File: config.mk
export PLATFORM = sky130hd
export DESIGN_NAME = bcd_counter_3d
export DESIGN_NICKNAME = d
export VERILOG_FILES = /design/src/rtl/d7s_pkg.sv /design/src/rtl/bcd_digit.sv /design/src/rtl/bcd_counter_3d.sv
export SDC_FILE = /design/constraint.sdc
export NUM_CORES = 1
export LEC_CHECK = 0
export ABC_AREA = 1
export BUFFER_PORTS_ARGS = -buffer_cell sky130_fd_sc_hd__buf_2
export CAP_MARGIN = 20
export CORE_ASPECT_RATIO = 1.75
export CORE_MARGIN = 3
export CORE_UTILIZATION = 45
export CTS_BUF_LIST = sky130_fd_sc_hd__clkbuf_16
export DETAILED_ROUTE_END_ITERATION = 8
export PLACE_DENSITY = 0.63
export SETUP_SLACK_MARGIN = 0.4
export SLEW_MARGIN = 15
export SYNTH_ARGS = -nofsm -noshare
export SYNTH_HDL_FRONTEND = slang
export SYNTH_HIERARCHICAL = 1
export SYNTH_SLANG_ARGS = --single-unit
File: constraint.sdc
create_clock -name clk -period 2.98 [get_ports clk]
set_input_delay 0.298 -clock clk [delete_from_list [all_inputs] [get_ports clk]]
set_output_delay 0.298 -clock clk [all_outputs]
set_load 0.1 [all_outputs]
File: src/rtl/d7s_pkg.sv
// Shared definitions for the 3-digit BCD count / 7-segment display path.
// Digit and packed-value types plus the BCD validity test used on parallel loads.
package d7s_pkg;

    localparam int BCD_DIGITS = 3;

    typedef logic [3:0]  bcd_digit_t;
    typedef logic [11:0] bcd3_t;

    localparam bcd_digit_t DIGIT_MAX = 4'd9;

    // True when every nibble of the packed value is a legal decimal digit.
    function automatic logic is_valid_bcd(bcd3_t v);
        for (int i = 0; i < BCD_DIGITS; i++) begin
            if (v[4*i +: 4] > DIGIT_MAX) return 1'b0;
        end
        return 1'b1;
    endfunction

endpackage

File: src/rtl/bcd_digit.sv
// One decade cell of the ripple chain: computes the digit's next value for an
// increment or decrement and reports carry (limit->0) or borrow (0->limit).
module bcd_digit
    import d7s_pkg::*;
(
    input  bcd_digit_t d,
    input  logic       inc,
    input  logic       dec,
    input  bcd_digit_t limit,
    output bcd_digit_t q,
    output logic       carry,
    output logic       borrow
);

    always_comb begin
        // NOTE: every output gets a default first, so no branch can leave one unassigned and infer a latch.
        q      = d;
        carry  = 1'b0;
        borrow = 1'b0;
        if (inc) begin
            if (d >= limit) begin
                q     = '0;
                carry = 1'b1;
            end else begin
                q = d + bcd_digit_t'(1);
            end
        end else if (dec) begin
            if (d == '0) begin
                q      = limit;
                borrow = 1'b1;
            end else begin
                q = d - bcd_digit_t'(1);
            end
        end
    end

endmodule

File: src/rtl/bcd_counter_3d.sv
// 3-digit BCD up/down counter with prescaler, sync clear and checked parallel load.
// Owns the count shown by the downstream multiplexed 7-segment scanner.
module bcd_counter_3d
    import d7s_pkg::*;
#(
    parameter int    TICK_DIV = 10_000_000,
    parameter bcd3_t MAX_BCD  = 12'h999
) (
    input  logic        clk,
    input  logic        rst_n,
    input  logic        en,
    input  logic        up_dn,
    input  logic        clr,
    input  logic        load,
    input  logic [11:0] load_val,
    output logic [11:0] bcd,
    output logic        tick,
    output logic        wrap,
    output logic        load_err
);

    localparam int            PW       = (TICK_DIV > 1) ? $clog2(TICK_DIV) : 1;
    localparam logic [PW-1:0] PRE_LAST = PW'(TICK_DIV - 1);

    logic [PW-1:0]       presc;
    logic                step;
    logic                load_ok;
    logic                at_limit;
    bcd3_t               chain_q;
    bcd3_t               next_bcd;
    logic [BCD_DIGITS:0] inc_c;
    logic [BCD_DIGITS:0] dec_c;

    assign inc_c[0] = up_dn;
    assign dec_c[0] = ~up_dn;

    for (genvar i = 0; i < BCD_DIGITS; i++) begin : g_digit
        bcd_digit u_digit (
            .d      (bcd[4*i +: 4]),
            .inc    (inc_c[i]),
            .dec    (dec_c[i]),
            .limit  (DIGIT_MAX),
            .q      (chain_q[4*i +: 4]),
            .carry  (inc_c[i+1]),
            .borrow (dec_c[i+1])
        );
    end

    // The wrap limit may sit below 999, so up-wrap compares against MAX_BCD as well as chain overflow.
    assign at_limit = up_dn ? ((bcd == MAX_BCD) || inc_c[BCD_DIGITS]) : dec_c[BCD_DIGITS];
    assign next_bcd = at_limit ? (up_dn ? bcd3_t'(0) : MAX_BCD) : chain_q;
    assign step     = en && (presc == PRE_LAST);
    assign load_ok  = is_valid_bcd(load_val) && (load_val <= MAX_BCD);

    always_ff @(posedge clk or negedge rst_n) begin
        if (!rst_n) begin
            bcd      <= '0;
            presc    <= '0;
            tick     <= 1'b0;
            wrap     <= 1'b0;
            load_err <= 1'b0;
        end else begin
            // NOTE: non-blocking throughout, so every branch reads pre-edge state regardless of statement order.
            tick     <= 1'b0;
            wrap     <= 1'b0;
            load_err <= 1'b0;
            if (clr) begin
                bcd   <= '0;
                presc <= '0;
            end else if (load && load_ok) begin
                bcd   <= load_val;
                presc <= '0;
            end else begin
                load_err <= load;
                if (step) begin
                    presc <= '0;
                    bcd   <= next_bcd;
                    tick  <= 1'b1;
                    wrap  <= at_limit;
                end else if (en) begin
                    presc <= presc + PW'(1);
                end
            end
        end
    end

endmodule

Word-level counts from Yosys, hierarchy flattened
Cells that the tools add are included.
{"block": "totals", "ff_bits": 39, "inputBits": 18, "out_inout_bits": 15}
{"block": "classes", "n_addsub": 7, "n_lt_le_gt_ge": 7, "n_eq_ne": 2, "n_mux": 56, "n_reduce_logical": 13}
{"operator": "2-to-1 mux 24 bit", "n": 4}
{"operator": "2-to-1 mux 12 bit", "n": 5}
{"operator": "2-to-1 mux 4 bit", "n": 11}
{"operator": "2-to-1 mux 1 bit", "n": 36}
{"operator": "adder 24 x 1 -> 24 bit, second input constant", "n": 1}
{"operator": "equality test 24 bit, second input constant", "n": 1}
{"operator": "adder 4 x 1 -> 4 bit, second input constant", "n": 3}
{"operator": "equality test 12 bit, second input constant", "n": 1}
{"operator": "greater-or-equal comparator 4 bit, second input constant", "n": 3}
{"operator": "> comparator 4 bit, second input constant", "n": 3}
{"operator": "<= comparator 12 bit, second input constant", "n": 1}
{"operator": "zero test 4 bit", "n": 3}
{"operator": "subtractor 4 x 1 -> 4 bit, second input constant", "n": 3}
{"operator": "nonzero test 5 bit", "n": 2}
{"operator": "AND reduction 2 bit", "n": 2}
{"operator": "nonzero test 4 bit", "n": 1}
{"operator": "logical AND 1 bit", "n": 3}
{"operator": "nonzero test 3 bit", "n": 1}
{"operator": "logical OR 1 bit", "n": 1}

Longest topological paths before layout
Gate-level depths: netlist of the first run.
{"block": "depth", "depth_word": 12, "mapped_depth": 20}

Modules after synthesis
The synthesis of the first run kept the hierarchy.
{"module": "bcd_counter_3d", "instances": 1, "cells_each": 381, "area_per_inst_um2": 2572.5}
{"module": "bcd_digit", "instances": 3, "cells_each": 73, "area_per_inst_um2": 365.4}

Least setup slack after synthesis of the first run
OpenSTA, ideal clock, no wires.
{"block": "synth_path", "path_kind": "register to register", "from": "register bcd[0]", "to": "register bcd[8]", "setup_time_ns": 0.120, "arrival_time_ns": 3.367, "t_required_ns": 2.860, "slack_ns": -0.507, "path_stages_with_launch": 16, "n_path_buf": 1, "synth_period_minus_slack_ns": 3.487, "path_cell_list": "dfrtp_1 inv_1 ha_1 nand2_2 nor3_1 inv_1 nor3_1 inv_1 nor3_1 or2_2 nand2_1 buf_2 nand2_1 nand2_1 nand3_2 nand2_1"}
{"block": "synth_via", "elab_chain_cells": 12, "word_cells_on_any_way": 22, "cone_classes": "order compare: 1; eq/ne: 1; mux: 16; reduce/logical: 4"}
{"element": "from (decl)", "line": "bcd_counter_3d.sv:16", "rtl": "output logic [11:0] bcd,"}
{"element": "from (signal assigned)", "line": "bcd_counter_3d.sv:71", "rtl": "bcd <= load_val;"}
{"element": "from (signal assigned)", "line": "bcd_counter_3d.sv:77", "rtl": "bcd <= next_bcd;"}
{"element": "zero test 4 bit (*)", "line": "bcd_digit.sv:28", "rtl": "if (d == '0) begin"}
{"element": "2-to-1 mux 1 bit (*)", "line": "bcd_digit.sv:28"}
{"element": "2-to-1 mux 1 bit (*)", "line": "bcd_digit.sv:20", "rtl": "if (inc) begin"}
{"element": "named net dec_c[1]", "line": "bcd_counter_3d.sv:32", "rtl": "logic [BCD_DIGITS:0] dec_c;"}
{"element": "2-to-1 mux 1 bit (*)", "line": "bcd_digit.sv:27", "rtl": "end else if (dec) begin"}
{"element": "2-to-1 mux 1 bit (*)", "line": "bcd_digit.sv:20"}
{"element": "named net dec_c[2]", "line": "bcd_counter_3d.sv:32"}
{"element": "2-to-1 mux 1 bit (*)", "line": "bcd_digit.sv:27"}
{"element": "2-to-1 mux 1 bit (*)", "line": "bcd_digit.sv:20"}
{"element": "named net dec_c[3]", "line": "bcd_counter_3d.sv:32"}
{"element": "2-to-1 mux 1 bit (*)", "line": "bcd_counter_3d.sv:50", "rtl": "assign at_limit = up_dn ? ((bcd == MAX_BCD) || inc_c[BCD_DIGITS]) : dec_c[BCD_DIGITS];"}
{"element": "2-to-1 mux 12 bit", "line": "bcd_counter_3d.sv:51", "rtl": "assign next_bcd = at_limit ? (up_dn ? bcd3_t'(0) : MAX_BCD) : chain_q;"}
{"element": "2-to-1 mux 12 bit", "line": "bcd_counter_3d.sv:75", "rtl": "if (step) begin"}
{"element": "2-to-1 mux 12 bit", "line": "bcd_counter_3d.sv:70", "rtl": "end else if (load && load_ok) begin"}
{"element": "2-to-1 mux 12 bit", "line": "bcd_counter_3d.sv:67", "rtl": "if (clr) begin"}
Mark *: on every way through the listed nets, which the timed path passes. The rest lies on a longest branch. The select of a mux whose other input is x is not followed.
A chain may end at the register's enable or synchronous reset.

Final worst setup path of the first run
{"block": "layout_path", "from": "register bcd[1]", "to": "register bcd[11]"}
Same word-level chain as after synthesis.

==> results of run 1 <==
## worst paths after layout
check | to | slack (ns) | startpoint | depth (start not counted)
setup reg to reg | bcd[11] | 0.62 | bcd[1] | 14
hold / removal | presc[12] | 0.14 | rst_n | 1
min in group clk | load_err | 0.29 | load | 3
hold reg to reg | presc[1] | 0.53 | presc[1] | 2
max in group asynchronous | bcd[1] | 2.15 | rst_n | 1
setup / recovery | bcd[11] | 0.62 | bcd[1] | 14
## per-layer routing
layer	vias up	wire [um]	global-route usage, %
met4	0	473	11.32
met5	-	0	0
li1	2019	-	-
met1	1832	3894	25.44
met2	91	6164	47.86
met3	31	347	2.253
## layout make-up
type | count | area share, %
Multi-Input combinational cell | 492 | 57.56
Sequential cell | 39 | 23.11
Inverter | 75 | 6.624
Timing Repair Buffer | 47 | 6.306
Clock buffer | 5 | 2.893
Tap cell | 90 | 2.603
Clock inverter | 3 | 0.8967
## cells in the mapped netlist (all sizes together), types with 3 or more instances
| library cell | n |
|---|---|
| nand3 | 58 |
| nand4 | 17 |
| buf | 8 |
| nand2 | 216 |
| xor2 | 3 |
| inv | 75 |
| dfrtp | 39 |
| nand3b | 4 |
| o211ai | 6 |
| o21bai | 4 |
| nor2 | 82 |
| nor3 | 13 |
| ha | 19 |
| a21oi | 17 |
| o21ai | 25 |
| or2 | 7 |
## sequential cells by signal, indices dropped and copies added, names as in the netlist
register,flops
tick,1
load_err,1
presc,24
wrap,1
bcd,12
## worst max-delay path, stage by stage (launching register included)
cell     delay [ns]
dfrtp_4        0.54
inv_2          0.10
ha_4           0.17
nand2_2        0.10
nor3_4         0.27
inv_2          0.11
nor3_4         0.20
inv_2          0.07
nor3_2         0.18
or2_4          0.17
nand2_8        0.08
nand2_1        0.07
nand2_1        0.06
nand3_2        0.06
nand2_1        0.05
## per-stage QoR
stage                     power [mW]  std cells
after floorplan               0.7929        616
after global placement        0.8807        739
after detailed placement      0.8863        739
after CTS                      1.502        747
after global routing           1.574        751
final                          1.497        751
## what timing repair did
action | 4_1_cts | 5_1_grt
resized for setup | 1 | 5
endpoints found under the setup margin | 13 | 13
buffers inserted | 0 | 4
pin swaps | 0 | 3
## power by group through the flow
stage,Combinational (mW),Clock [mW],Sequential (mW)
2_1_floorplan,0.192,0,0.601
3_3_place_gp,0.316,0,0.565
3_5_place_dp,0.321,0,0.565
4_1_cts,0.323,0.625,0.555
5_1_grt,0.374,0.644,0.557
6_report,0.333,0.609,0.555
## kinds of logic after synthesis
| family | count (synthesis) | share of synthesized area, % |
|---|---|---|
| adders and majority gates | 19 | 6.480 |
| DFF | 39 | 26.60 |
| xor gates and xnor gates | 5 | 1.194 |
| other | 2 | 0.2047 |
| and+or+nand+nor | 397 | 47.82 |
| buffers and inverters | 85 | 9.447 |
| AOI/OAI and AO/OA | 53 | 8.254 |
## cells in the final DEF, fill, tap and decap left out, types with 13 or more instances in the layout
cell type,count
a21oi_1,16
buf_2,32
buf_4,15
conb_1,18
dfrtp_1,30
ha_1,16
inv_1,66
nand2_1,211
nand3_1,52
nand4_1,15
nor2_1,74
o21ai_1,13
==> impl_metrics.csv, run 1 <==
group,metric,value,unit
status,status,"completed",
timing,finalHoldViolations,0,
synthesis,yosys.area.top_type_share,26.60,%
detailed_routing,drtIter0Drc,199,
power_and_ir_drop,p_clk_share,40.7,%
worst_hold_path,hp-class,"in -> async",
detailed_routing,detail_route.wl_per_cell,14.49,um
final_layout,layout-drive-gt1-share,15.28,%
final_layout,layout.nets,697,
final_layout,syn2layout_area_growth,17.91,%
final_layout,multi_input_area,0.002490,mm^2
timing,relSlewSlack,38.66,%
final_layout,fillers,851,
die,ios,33,
die,die_area,0.009314,mm^2
synthesis,ys_ff_latch,39,
final_layout,fin_util,54.69,%
placement,dp_hpwl,8.692,mm
grt,grt_max_degree,40,
detailed_routing,vias,3973,
power_and_ir_drop,p_sw,0.4609,mW
power_and_ir_drop,switching_share,30.78,%
clock_tree,htreeDepth,2,
power_and_ir_drop,power_density,346.1,mW/mm^2
grt,gr-total-overflow,0,
grt,grt_pass1_wl,18.11,mm
synthesis,synthFlopType,"dfrtp_1",
final_layout,regArea,999.7,um^2
setup_path,crit_fanout,13,
power_and_ir_drop,leakage,2.256,nW
die,die_w,74.25,um
die,dieHeight,125.4,um
grt,first_global_vias,3864,
synthesis,ys_seq_area_share,26.60,%
die,start_util,46.39,%
grt,antenna_found_initial,0,
synthesis,yosys-top-cells-area,"dfrtp_1, nand2_1, nor2_1",
clock_tree,clockRootBuffer,"clkbuf_16",
timing,rsz0062_at_grt,"no",
clock_tree,clock_path_buffers,2,
grt,track_usage,24.84,%
detailed_routing,routed_wl,10.88,mm
power_and_ir_drop,max-vdd-ir-drop,0.3636,mV
synthesis,synth_edf_count,0,
clock_tree,cts_sinks,39,
timing,maxSlewViolCount,0,
clock_tree,clkTransAtPathRegs,0.06,ns
detailed_routing,first_pass_iters,4,
die,row_count,43,
setup_path,crit_type,"reg -> reg",
clock_tree,clock_latency,0.29,ns
timing,tightest_slew,0.9201,ns
power_and_ir_drop,p_int,1.036,mW
flow_run,max_cap_viol_count,0,
timing,timing.fmax,423.2,MHz
setup_path,worst_setup_path_start_kind,"flop",
synthesis,synth.avg_cell_area,6.114,um^2
timing,setup_violations,0,
detailed_routing,vias_per_cell,5.290,
timing,fin_crit_sh,79.30,%
clock_tree,cts_tree,"yes",
power_and_ir_drop,pwr-share-seq,37.1,%
synthesis,yosys_warnings,6,
detailed_routing,ant_nets,0,
placement,gp_congestion,0.9364,
synthesis,synth_top_area_cell,"dfrtp_1",
synthesis,ys_types,33,
timing,finClkSkew,0.007558,ns
setup_path,crit_required,3.16,ns
synthesis,synthCells,600,
clock_tree,cts_buffers,5,
setup_path,endpoint_kind,"flop",
setup_path,cp.arrival,2.54,ns
timing,layout_min_cycle_time,2.363,ns
placement,dpl_cell_area,0.004113,mm^2
power_and_ir_drop,p_comb_share,22.2,%
timing,worst_slack,0.6170,ns
placement,dpl_worst_slack,0.2962,ns
clock_tree,ctsHoldBuffers,0,
synthesis,syn_area,0.003669,mm^2
placement,port_buffers,32,
detailed_routing,drc,0,
timing,final.setup.tns,0,ns
synthesis,async_flop_share,100.0,%
die,core,0.007909,mm^2
final_layout,diodes,0,
timing,holdWs,0.1436,ns
final_layout,final_area,0.004325,mm^2
Power figures use the tool's default switching activity.
==> run 2: changes to the inputs <==
clock period = 2 ns   (was 2.98 ns; I/O delays follow)
==> run 2 against run 1 <==
The run now ends with negative setup slack left. Count of clock-buffer cells in the layout unchanged. First-iteration DRC count decreased by 2.0%. Via count increased by 7.7%. Total power increased by 58%. Fmax increased by 6.9%. Global-route usage increased by 1.8 points. Routed wire length increased by 12%. Sequential share of layout area decreased by 3.5 points. Largest cell class unchanged. Clock skew decreased by 0.0035 ns.
==> impl_metrics.csv, run 2 (synthesis gave the netlist of run 1 again) <==
group,metric,value,unit
status,status,"finished with violations",
status,violations,"negative setup slack",
clock_tree,cts_sinks,39,
setup_path,crit_fanout,7,
setup_path,critical_path.cell_chain,"inv_4, ha_4, nand2_2, nor2_2, nand3b_1, nand2_1, inv_2, nor3_4, inv_2, nor3_4, or2_4, nand2_8, nand2_1, nand2_1, nand3_2, nand2_1",
timing,relSlewSlack,62.26,%
power_and_ir_drop,power_density,460.8,mW/mm^2
placement,dp_hpwl,9.385,mm
clock_tree,clockRootBuffer,"clkbuf_16",
final_layout,fin_util,64.82,%
clock_tree,clkTransAtPathRegs,0.06,ns
placement,dp.cells,781,
timing,finalHoldViolations,0,
clock_tree,clock_latency,0.29,ns
setup_path,crit_type,"reg -> reg",
final_layout,largest_register_ffs,24,
grt,grt_pass1_wl,19.24,mm
placement,port_buffers,32,
detailed_routing,ant_nets,0,
setup_path,crit_family,"simple AND/OR/NAND/NOR gates",
grt,track_usage,26.65,%
timing,tightest_slew,0.5660,ns
die,core,0.007909,mm^2
timing,timing.fmax,452.4,MHz
die,row_count,43,
timing,maxSlewViolCount,0,
setup_path,path_common_cell,"nand2_1",
timing,holdWs,0.1821,ns
grt,grt_max_degree,25,
final_layout,layout.cells.non_filler,807,
final_layout,final_common_cell,"nand2_1",
detailed_routing,routed_wl,12.22,mm
placement,dpl_cell_area,0.004473,mm^2
worst_hold_path,hp-class,"in -> reg",
setup_path,worst_setup_path_start_kind,"flop",
detailed_routing,drtIter0Drc,195,
timing,final.setup.tns,-2.161,ns
clock_tree,htreeDepth,2,
timing,setup_violations,13,
setup_path,cp.arrival,2.39,ns
clock_tree,clock_path_buffers,2,
flow_run,max_cap_viol_count,0,
grt,gr-total-overflow,0,
final_layout,final_area,0.005126,mm^2
timing,finClkSkew,0.004104,ns
power_and_ir_drop,finalPower,2.362,mW
final_layout,layout-drive-gt1-share,31.38,%
timing,fin_crit_sh,110.5,%
timing,worst_slack,-0.2103,ns
detailed_routing,vias_per_cell,5.302,
final_layout,largest_registers,"presc x24, bcd x12",
power_and_ir_drop,leakage,2.589,nW
final_layout,final_cell_mix,"nand2_1, buf_4, inv_1",
final_layout,diodes,0,
die,die_area,0.009314,mm^2
final_layout,syn2layout_area_growth,39.73,%
clock_tree,cts_tree,"yes",
clock_tree,cts_buffers,5,
power_and_ir_drop,max-vdd-ir-drop,0.6032,mV
die,ios,33,
detailed_routing,detail_route.wl_per_cell,15.14,um
setup_path,path_buf_inv,3,
timing,rsz0062_at_grt,"yes",
detailed_routing,drc,0,
placement,gp_congestion,0.9661,
grt,first_global_vias,4241,
die,die_w,74.25,um
detailed_routing,first_pass_iters,5,
final_layout,layout.nets,753,
timing,layout_min_cycle_time,2.210,ns
setup_path,cpPeakStageDelay,0.49,ns
setup_path,cp_slowest_cell,"dfrtp_4",
die,dieHeight,125.4,um
setup_path,endpoint_kind,"flop",
setup_path,crit_required,2.18,ns
placement,dpl_worst_slack,-0.2617,ns
detailed_routing,vias,4279,
grt,antenna_found_initial,0,
final_layout,largest_register,"presc",
die,start_util,46.39,%
[run 2: cell count changes in the layout (fill, tap and decap cells not counted), sizes merged]
cell,before,now
dlygate4sd3,0,1
clkbuf,5,6
clkinv,2,3
nand2,216,217
buf,47,99
[run 2: timing repair]
action / CTS / global route
gates resized for setup: 34 / 66
endpoints found under the setup margin: 26 / 33
hold buffers: 1 / 0
endpoints found under the hold margin: 22 / 0
setup buffers: 10 / 5
pin swaps: 16 / 32
gates cloned: 1 / 1
[run 2: path summary, 6_finish.rpt]
| path | cells past startpoint | slack (ns) | startpoint | to |
|---|---|---|---|---|
| max in group asynchronous | 3 | 0.99 | rst_n | bcd[8] |
| worst max-delay path | 16 | -0.21 | bcd[0] | bcd[11] |
| min in group asynchronous | 2 | 0.44 | rst_n | presc[16] |
| worst max register to register | 16 | -0.21 | bcd[0] | bcd[11] |
| worst min-delay path | 3 | 0.18 | load | load_err |
| worst min register to register | 2 | 0.56 | presc[11] | presc[11] |
[run 2: per-layer routing]
metal | GRT usage, % | routed length, um | vias up
li1 | - | - | 2135
met1 | 25.63 | 4112 | 2013
met2 | 51.78 | 7198 | 96
met3 | 2.253 | 352 | 35
met4 | 14.99 | 555 | 0
met5 | 0 | 0 | -
[run 2: area by class of cell]
type	count	area, um^2
clock buffers	5	125.1
multi-input cells	493	2793
fillers	752	2783
repair inverters	1	11.26
repair buffers	101	738.2
inverters	75	301.5
clock inverters	3	38.79
flip-flops and latches	39	1006
well taps	90	112.6
[run 2: report_power, final]
group	total (mW)	internal [mW]	switching [mW]	leakage, nW
Combinational	0.650	0.238	0.411	1.99
Clock	0.899	0.582	0.317	0.0812
Sequential	0.814	0.803	0.0108	0.517
Total	2.36	1.62	0.740	2.59
[run 2: worst min-delay path, cell delays in order]
cell	delay [ns]
buf_2	0.13
nand3_1	0.08
inv_1	0.03
